===== src/rtl/rk86_sd_pkg.sv =====
// rk86_sd_pkg -- shared definitions for the RK86 SD card SPI byte engine.
//   Register offsets in the 0xA000 I/O window, control/status bit positions,
//   the shifter state encoding and the half-period counter width.
package rk86_sd_pkg;

    // CPU register offsets (addr[1:0])
    localparam logic [1:0] REG_CTRL = 2'd0;  // control / status
    localparam logic [1:0] REG_DATA = 2'd1;  // write: send byte, read: rx
    localparam logic [1:0] REG_RECV = 2'd2;  // write: send 0xFF, read: rx
    localparam logic [1:0] REG_NONE = 2'd3;  // unused, reads 0xFF

    // Control / status bit positions
    localparam int CTRL_CS   = 0;
    localparam int CTRL_FAST = 1;
    localparam int STAT_BUSY = 7;

    // Half-period counter width; must hold max(DIV_SLOW, DIV_FAST)
    localparam int HC_W = 7;

    typedef enum logic [1:0] {
        ST_IDLE,
        ST_LO,
        ST_HI,
        ST_DONE
    } spi_state_e;

endpackage


===== src/rtl/rk86_spi_shifter.sv =====
// rk86_spi_shifter -- SPI mode 0 byte shifter (MSB first).
//   clk      : system clock
//   reset    : synchronous, active-high
//   start_i  : one-cycle request to send byte_i (ignored unless idle)
//   byte_i   : byte to transmit
//   div_i    : SCK half-period minus 1, latched for the whole byte
//   miso_i   : serial data in, sampled as SCK rises
//   sck_o    : SPI clock, idles low
//   mosi_o   : serial data out, changes as SCK falls, idles high
//   rx_o     : last received byte, updated as busy_o falls
//   busy_o   : transfer in progress
module rk86_spi_shifter
    import rk86_sd_pkg::*;
(
    input  logic            clk,
    input  logic            reset,
    input  logic            start_i,
    input  logic [7:0]      byte_i,
    input  logic [HC_W-1:0] div_i,
    input  logic            miso_i,
    output logic            sck_o,
    output logic            mosi_o,
    output logic [7:0]      rx_o,
    output logic            busy_o
);

    spi_state_e      state_q;
    logic [7:0]      sr_q;
    logic [2:0]      bitcnt_q;
    logic [HC_W-1:0] hc_q;
    logic [HC_W-1:0] div_q;
    logic            sck_q;
    logic            mosi_q;
    logic [7:0]      rx_q;
    logic            busy_q;

    // NOTE: sequential state uses non-blocking assignments so every branch
    // below reads the values from before the edge (e.g. sr_q[7] in HI is the
    // byte already shifted on the preceding rising SCK edge).
    always_ff @(posedge clk) begin
        if (reset) begin
            state_q  <= ST_IDLE;
            sr_q     <= '0;
            bitcnt_q <= '0;
            hc_q     <= '0;
            div_q    <= '0;
            sck_q    <= 1'b0;
            mosi_q   <= 1'b1;
            rx_q     <= 8'hFF;
            busy_q   <= 1'b0;
        end else begin
            case (state_q)
                ST_IDLE: begin
                    if (start_i) begin
                        sr_q     <= byte_i;
                        hc_q     <= div_i;
                        div_q    <= div_i;
                        bitcnt_q <= 3'd7;
                        busy_q   <= 1'b1;
                        mosi_q   <= byte_i[7];
                        state_q  <= ST_LO;
                    end
                end
                ST_LO: begin
                    if (hc_q == '0) begin
                        // Rising SCK: capture MISO into the vacated LSB
                        sck_q   <= 1'b1;
                        sr_q    <= {sr_q[6:0], miso_i};
                        hc_q    <= div_q;
                        state_q <= ST_HI;
                    end else begin
                        hc_q <= hc_q - 1'b1;
                    end
                end
                ST_HI: begin
                    if (hc_q == '0) begin
                        sck_q <= 1'b0;
                        if (bitcnt_q == 3'd0) begin
                            state_q <= ST_DONE;
                        end else begin
                            // Falling SCK: present the next bit
                            bitcnt_q <= bitcnt_q - 1'b1;
                            mosi_q   <= sr_q[7];
                            hc_q     <= div_q;
                            state_q  <= ST_LO;
                        end
                    end else begin
                        hc_q <= hc_q - 1'b1;
                    end
                end
                ST_DONE: begin
                    rx_q    <= sr_q;
                    busy_q  <= 1'b0;
                    mosi_q  <= 1'b1;
                    state_q <= ST_IDLE;
                end
                default: state_q <= ST_IDLE;
            endcase
        end
    end

    assign sck_o  = sck_q;
    assign mosi_o = mosi_q;
    assign rx_o   = rx_q;
    assign busy_o = busy_q;

endmodule


===== src/rtl/rk86_sd_spi.sv =====
// rk86_sd_spi -- CPU-facing SPI byte engine for the RK86 SD card.
//   clk      : system clock (50 MHz)
//   reset    : synchronous, active-high
//   addr     : register offset (CPU address [1:0])
//   we_n     : write strobe (level, may stay low many cycles)
//   rd_n     : read strobe (reads have no side effects)
//   idata    : CPU write data
//   odata    : CPU read data, combinational from addr
//   spi_cs_n : SD chip select
//   spi_sck  : SPI clock
//   spi_mosi : SPI data out
//   spi_miso : SPI data in (DATA0)
//   busy     : transfer in progress
module rk86_sd_spi
    import rk86_sd_pkg::*;
#(
    parameter int DIV_SLOW = 62,
    parameter int DIV_FAST = 1
) (
    input  logic       clk,
    input  logic       reset,
    input  logic [1:0] addr,
    input  logic       we_n,
    input  logic       rd_n,
    input  logic [7:0] idata,
    output logic [7:0] odata,
    output logic       spi_cs_n,
    output logic       spi_sck,
    output logic       spi_mosi,
    input  logic       spi_miso,
    output logic       busy
);

    localparam logic [HC_W-1:0] DIV_SLOW_W = HC_W'(DIV_SLOW);
    localparam logic [HC_W-1:0] DIV_FAST_W = HC_W'(DIV_FAST);

    logic            we_prev_q;
    logic            cs_q;
    logic            fast_q;
    logic            wr_acc;
    logic            start;
    logic [7:0]      tx_byte;
    logic [HC_W-1:0] div;
    logic [7:0]      rx;
    logic            unused_rd;

    // Reads are side-effect free, so the read strobe carries no information.
    assign unused_rd = rd_n;

    // One write per falling edge of we_n; anything arriving mid-byte is lost.
    assign wr_acc  = we_prev_q & ~we_n & ~busy;
    assign start   = wr_acc & ((addr == REG_DATA) | (addr == REG_RECV));
    assign tx_byte = (addr == REG_RECV) ? 8'hFF : idata;
    assign div     = fast_q ? DIV_FAST_W : DIV_SLOW_W;

    always_ff @(posedge clk) begin
        if (reset) begin
            // Treat we_n as already low so a write straddling reset is lost
            we_prev_q <= 1'b0;
            cs_q      <= 1'b0;
            fast_q    <= 1'b0;
        end else begin
            we_prev_q <= we_n;
            if (wr_acc && addr == REG_CTRL) begin
                cs_q   <= idata[CTRL_CS];
                fast_q <= idata[CTRL_FAST];
            end
        end
    end

    rk86_spi_shifter u_shifter (
        .clk     (clk),
        .reset   (reset),
        .start_i (start),
        .byte_i  (tx_byte),
        .div_i   (div),
        .miso_i  (spi_miso),
        .sck_o   (spi_sck),
        .mosi_o  (spi_mosi),
        .rx_o    (rx),
        .busy_o  (busy)
    );

    assign spi_cs_n = ~cs_q;

    // NOTE: combinational outputs get a default first so no path infers a latch.
    always_comb begin
        odata = 8'hFF;
        case (addr)
            REG_CTRL: begin
                odata            = '0;
                odata[STAT_BUSY] = busy;
                odata[CTRL_FAST] = fast_q;
                odata[CTRL_CS]   = cs_q;
            end
            REG_DATA, REG_RECV: odata = rx;
            default:            odata = 8'hFF;
        endcase
    end

endmodule


===== config.mk =====
export PLATFORM = sky130hd
export DESIGN_NAME = rk86_sd_spi
export DESIGN_NICKNAME = d
export VERILOG_FILES = /design/src/rtl/rk86_sd_pkg.sv /design/src/rtl/rk86_spi_shifter.sv /design/src/rtl/rk86_sd_spi.sv
export SDC_FILE = /design/constraint.sdc
export NUM_CORES = 1
export LEC_CHECK = 0
export BUFFER_PORTS_ARGS = -buffer_cell sky130_fd_sc_hd__buf_4
export CAP_MARGIN = 0
export CORE_MARGIN = 1.5
export CORE_UTILIZATION = 55
export DETAILED_ROUTE_END_ITERATION = 16
export GPL_ROUTABILITY_DRIVEN = 0
export HOLD_SLACK_MARGIN = 0.02
export PLACE_DENSITY = 0.74
export SYNTH_ARGS = -nofsm -noshare
export SYNTH_HDL_FRONTEND = slang
export SYNTH_SLANG_ARGS = --single-unit

===== constraint.sdc =====
create_clock -name clk -period 3.5 [get_ports clk]
set_input_delay 0.7 -clock clk [delete_from_list [all_inputs] [get_ports clk]]
set_output_delay 0.7 -clock clk [all_outputs]
set_load 0.005 [all_outputs]

==> results.py <==
metrics = {
    "clock_network": {
        "cts_buffer_depth": 2,
        "hold_buffers": 0,
        "cts_tree": "built",
        "post-cts-setup-buffers": 0,
        "root_buffer": "clkbuf_4",
        "numCtsBuffers": 5,
        "path_clk_slew_ns": 0.11,
        "cts_resized": 0,
        "h-tree-depth": 2,
        "clock_latency_ns": 0.35,
        "clock_sinks": 36,
    },
    "yosys": {
        "synth_most_common_cell": "dfxtp_1",
        "synth_edf_count": 0,
        "synth_area_um2": 1979,
        "syn_area_per_cell_um2": 8.146,
        "async_flop_share_pct": 0,
        "synth_commonest_cells": "36 x dfxtp_1, 29 x nor2_1, 25 x nand2_1, 19 x a21oi_1, 17 x inv_1",
        "yosys_warnings": 0,
        "syn-instance-count": 243,
        "ys.flop_type": "dfxtp_1",
        "ys_seq_area_share_pct": 36.41,
        "synth.distinct_cells": 42,
        "synth_area_leaders": "dfxtp_1 36%, ha_1 7.0%, mux2i_1 6.6%",
        "synth_top_cell_area_share_pct": 36.41,
        "syn-num-nets": 269,
        "yosys.area.top_type": "dfxtp_1",
        "synth.ff_latch_count": 36,
    },
    "detailed_routing": {
        "vias": 1700,
        "wl_per_cell_um": 13.75,
        "drtIter0Drc": 117,
        "drt.antenna.violating_nets": 0,
        "drt_pre_antenna_iters": 4,
        "vias_per_cell": 5.519,
        "totalWireLength_um": 4235,
        "route.detailed.drc": 0,
    },
    "pwr": {
        "p_leak_nw": 0.8772,
        "p_per_area_nw_per_um2": 672.9,
        "total_power_mw": 1.507,
        "vdd_drop_max_uv": 440.4,
    },
    "sta": {
        "finalCritPeriodShare_pct": 72.48,
        "hold_violations": 0,
        "skew_ns": 0.004256,
        "relSlewSlack_pct": 51.02,
        "setup_viol": 0,
        "worst_pin_slew_ns": 0.7347,
        "slew_violations": 0,
        "hold_ws_ns": 0.4866,
        "postLayoutSetupSlackWorst_ns": 0.9632,
        "rsz0062_at_grt": "no",
        "fmax_mhz": 394.2,
        "tns_ns": 0,
        "fin_crit_ns": 2.537,
    },
    "global_routing": {
        "use_met3_pct": 6.126,
        "grt_usage_pct": 22.75,
        "grtUsageMet2_pct": 35.24,
        "grt_max_degree": 30,
        "grt_use_met1_pct": 29.94,
        "grt_overflow": 0,
        "top_usage_layer": "met2",
        "grt_pass1_vias": 1672,
        "antenna_found_initial": 0,
        "grt_first_pass_wirelength_um": 7189,
    },
    "worst_setup_path": {
        "crit_path_end_kind": "output port",
        "crit_type": "in2out",
        "crit_chain": "buf_4 > inv_1 > ha_1 > nor2b_1 > a21oi_1 > buf_4",
        "critPathLaunchType": "primary input",
        "ff2ff_setup_slack_ns": 1.36,
        "worst_path_largest_cell_delay_ns": 0.43,
        "rr_endpoint": "u_shifter.sr_q[4]$_SDFFE_PP0P_",
        "reg2regPathDepth": 6,
        "cp_common_cell": "buf_4",
        "critPathLaunch": "addr[0]",
        "r2r-start": "u_shifter.state_q[1]$_SDFFE_PP0P_",
        "crit_path_top_delay_cell": "ha_1",
        "critPathRequiredTime_ns": 2.80,
        "arrival_ns": 1.84,
        "worst-path-max-fanout": 11,
        "endpoint": "odata[4]",
    },
    "floorplanning": {
        "num_rows": 21,
        "initial_utilization_pct": 58.40,
        "die_h_um": 62.99,
        "coreArea_um2": 3390,
        "dieArea_um2": 3968,
        "die_w_um": 62.99,
        "pin_count": 27,
    },
    "layout": {
        "seq_area_um2": 720.7,
        "syn2layout_area_growth_pct": 13.15,
        "antenna_cells": 0,
        "fin_nets": 287,
        "multi_input_area_um2": 1126,
        "nFillCells": 312,
        "fin_util_pct": 66.08,
        "fin_cells": 308,
        "stdcell_area_um2": 2240,
        "drive_gt1_share_pct": 15.65,
    },
    "flow_run": {
        "maxCapViolCount": 0,
    },
    "placement": {
        "dp_worst_setup_slack_ns": 0.7339,
        "place_inst": 300,
        "io_buffers": 25,
        "dp_hpwl_um": 2896,
        "postPlaceCellArea_um2": 2160,
    },
    "hold_path": {
        "hold_class": "reg2reg",
        "min_from": "u_shifter.rx_o[4]$_SDFFE_PP1P_",
    },
    "status": {
        "status": "complete, no violations",
    },
}
power breakdown:
group | internal, mW | switching [mW]
combinational | 0.267 | 0.402
sequential | 0.476 | 0.0697
clock | 0.149 | 0.144
total | 0.892 | 0.615
per-layer routing:
| layer | up-vias | share of wire, % | wire (um) |
|---|---|---|---|
| li1 | 881 | - | - |
| met1 | 782 | 51 | 2156 |
| met2 | 32 | 44 | 1848 |
| met3 | 5 | 4.4 | 186 |
| met4 | 0 | 1.0 | 44 |
| met5 | - | 0 | 0 |
how the worst min path moves through the flow:
stage	to	slack [ns]	depth (start not counted)
floorplan	u_shifter.rx_o[0]$_SDFFE_PP1P_	0.44	2
global placement	cs_q$_SDFFE_PP0P_	0.46	2
detailed placement	u_shifter.rx_o[4]$_SDFFE_PP1P_	0.47	2
CTS	u_shifter.rx_o[4]$_SDFFE_PP1P_	0.49	2
global route	u_shifter.rx_o[4]$_SDFFE_PP1P_	0.51	2
finish	u_shifter.rx_o[4]$_SDFFE_PP1P_	0.49	2
layout make-up:
| cell class | count | area share (%) |
|---|---|---|
| Multi-Input combinational cell | 175 | 50.28 |
| Inverter | 18 | 3.017 |
| Sequential cell | 36 | 32.18 |
| Clock buffer | 5 | 1.676 |
| Tap cell | 46 | 2.570 |
| Clock inverter | 3 | 1.899 |
| Timing Repair Buffer | 25 | 8.380 |
critical path: cells and delay by family:
kind / cells / cell delay [ns]
AO/OA/AOI/OAI: 1 / 0.08
adder cells (fa/ha/maj): 1 / 0.43
buffers and inverters: 3 / 0.27
AND/OR/NAND/NOR: 1 / 0.34
kinds of logic (layout without fill, tap and decap cells):
family | count (synthesis) | in the layout | share of synthesized area [%]
xor+xnor | 2 | 2 | 0.8851
flops | 36 | 36 | 36.41
buf+inv | 32 | 51 | 6.700
simple gates | 90 | 90 | 22.31
fa+ha+maj | 11 | 11 | 6.953
compound gates | 59 | 59 | 20.17
mux | 13 | 13 | 6.574
cell usage in the layout (no fill, tap or decap), drive strengths merged, types with 2 or more instances in the layout:
| cell type | count |
|---|---|
| o211ai | 5 |
| dfxtp | 36 |
| nor2b | 6 |
| a211oi | 5 |
| nor2 | 29 |
| and2 | 2 |
| o21ai | 15 |
| clkbuf | 5 |
| nor3 | 11 |
| and3 | 2 |
| nand4 | 2 |
| buf | 25 |
| nand3 | 3 |
| nor3b | 2 |
| a31oi | 3 |
| clkinv | 2 |
| a211o | 2 |
| or3 | 2 |
| mux2i | 13 |
| nand2 | 26 |
| inv | 17 |
| ha | 11 |
| a221o | 3 |
| a21oi | 19 |
| xnor2 | 2 |
sequential cells by signal, summed over array words and instances (netlist names):
name,cells
u_shifter.hc_q,7
we_prev_q,1
u_shifter.state_q,2
fast_q,1
u_shifter.sr_q,8
cs_q,1
u_shifter.div_q,2
u_shifter.sck_o,1
u_shifter.mosi_o,1
u_shifter.rx_o,8
u_shifter.busy_o,1
u_shifter.bitcnt_q,3
Note: power is estimated with default switching activity, not from simulation.
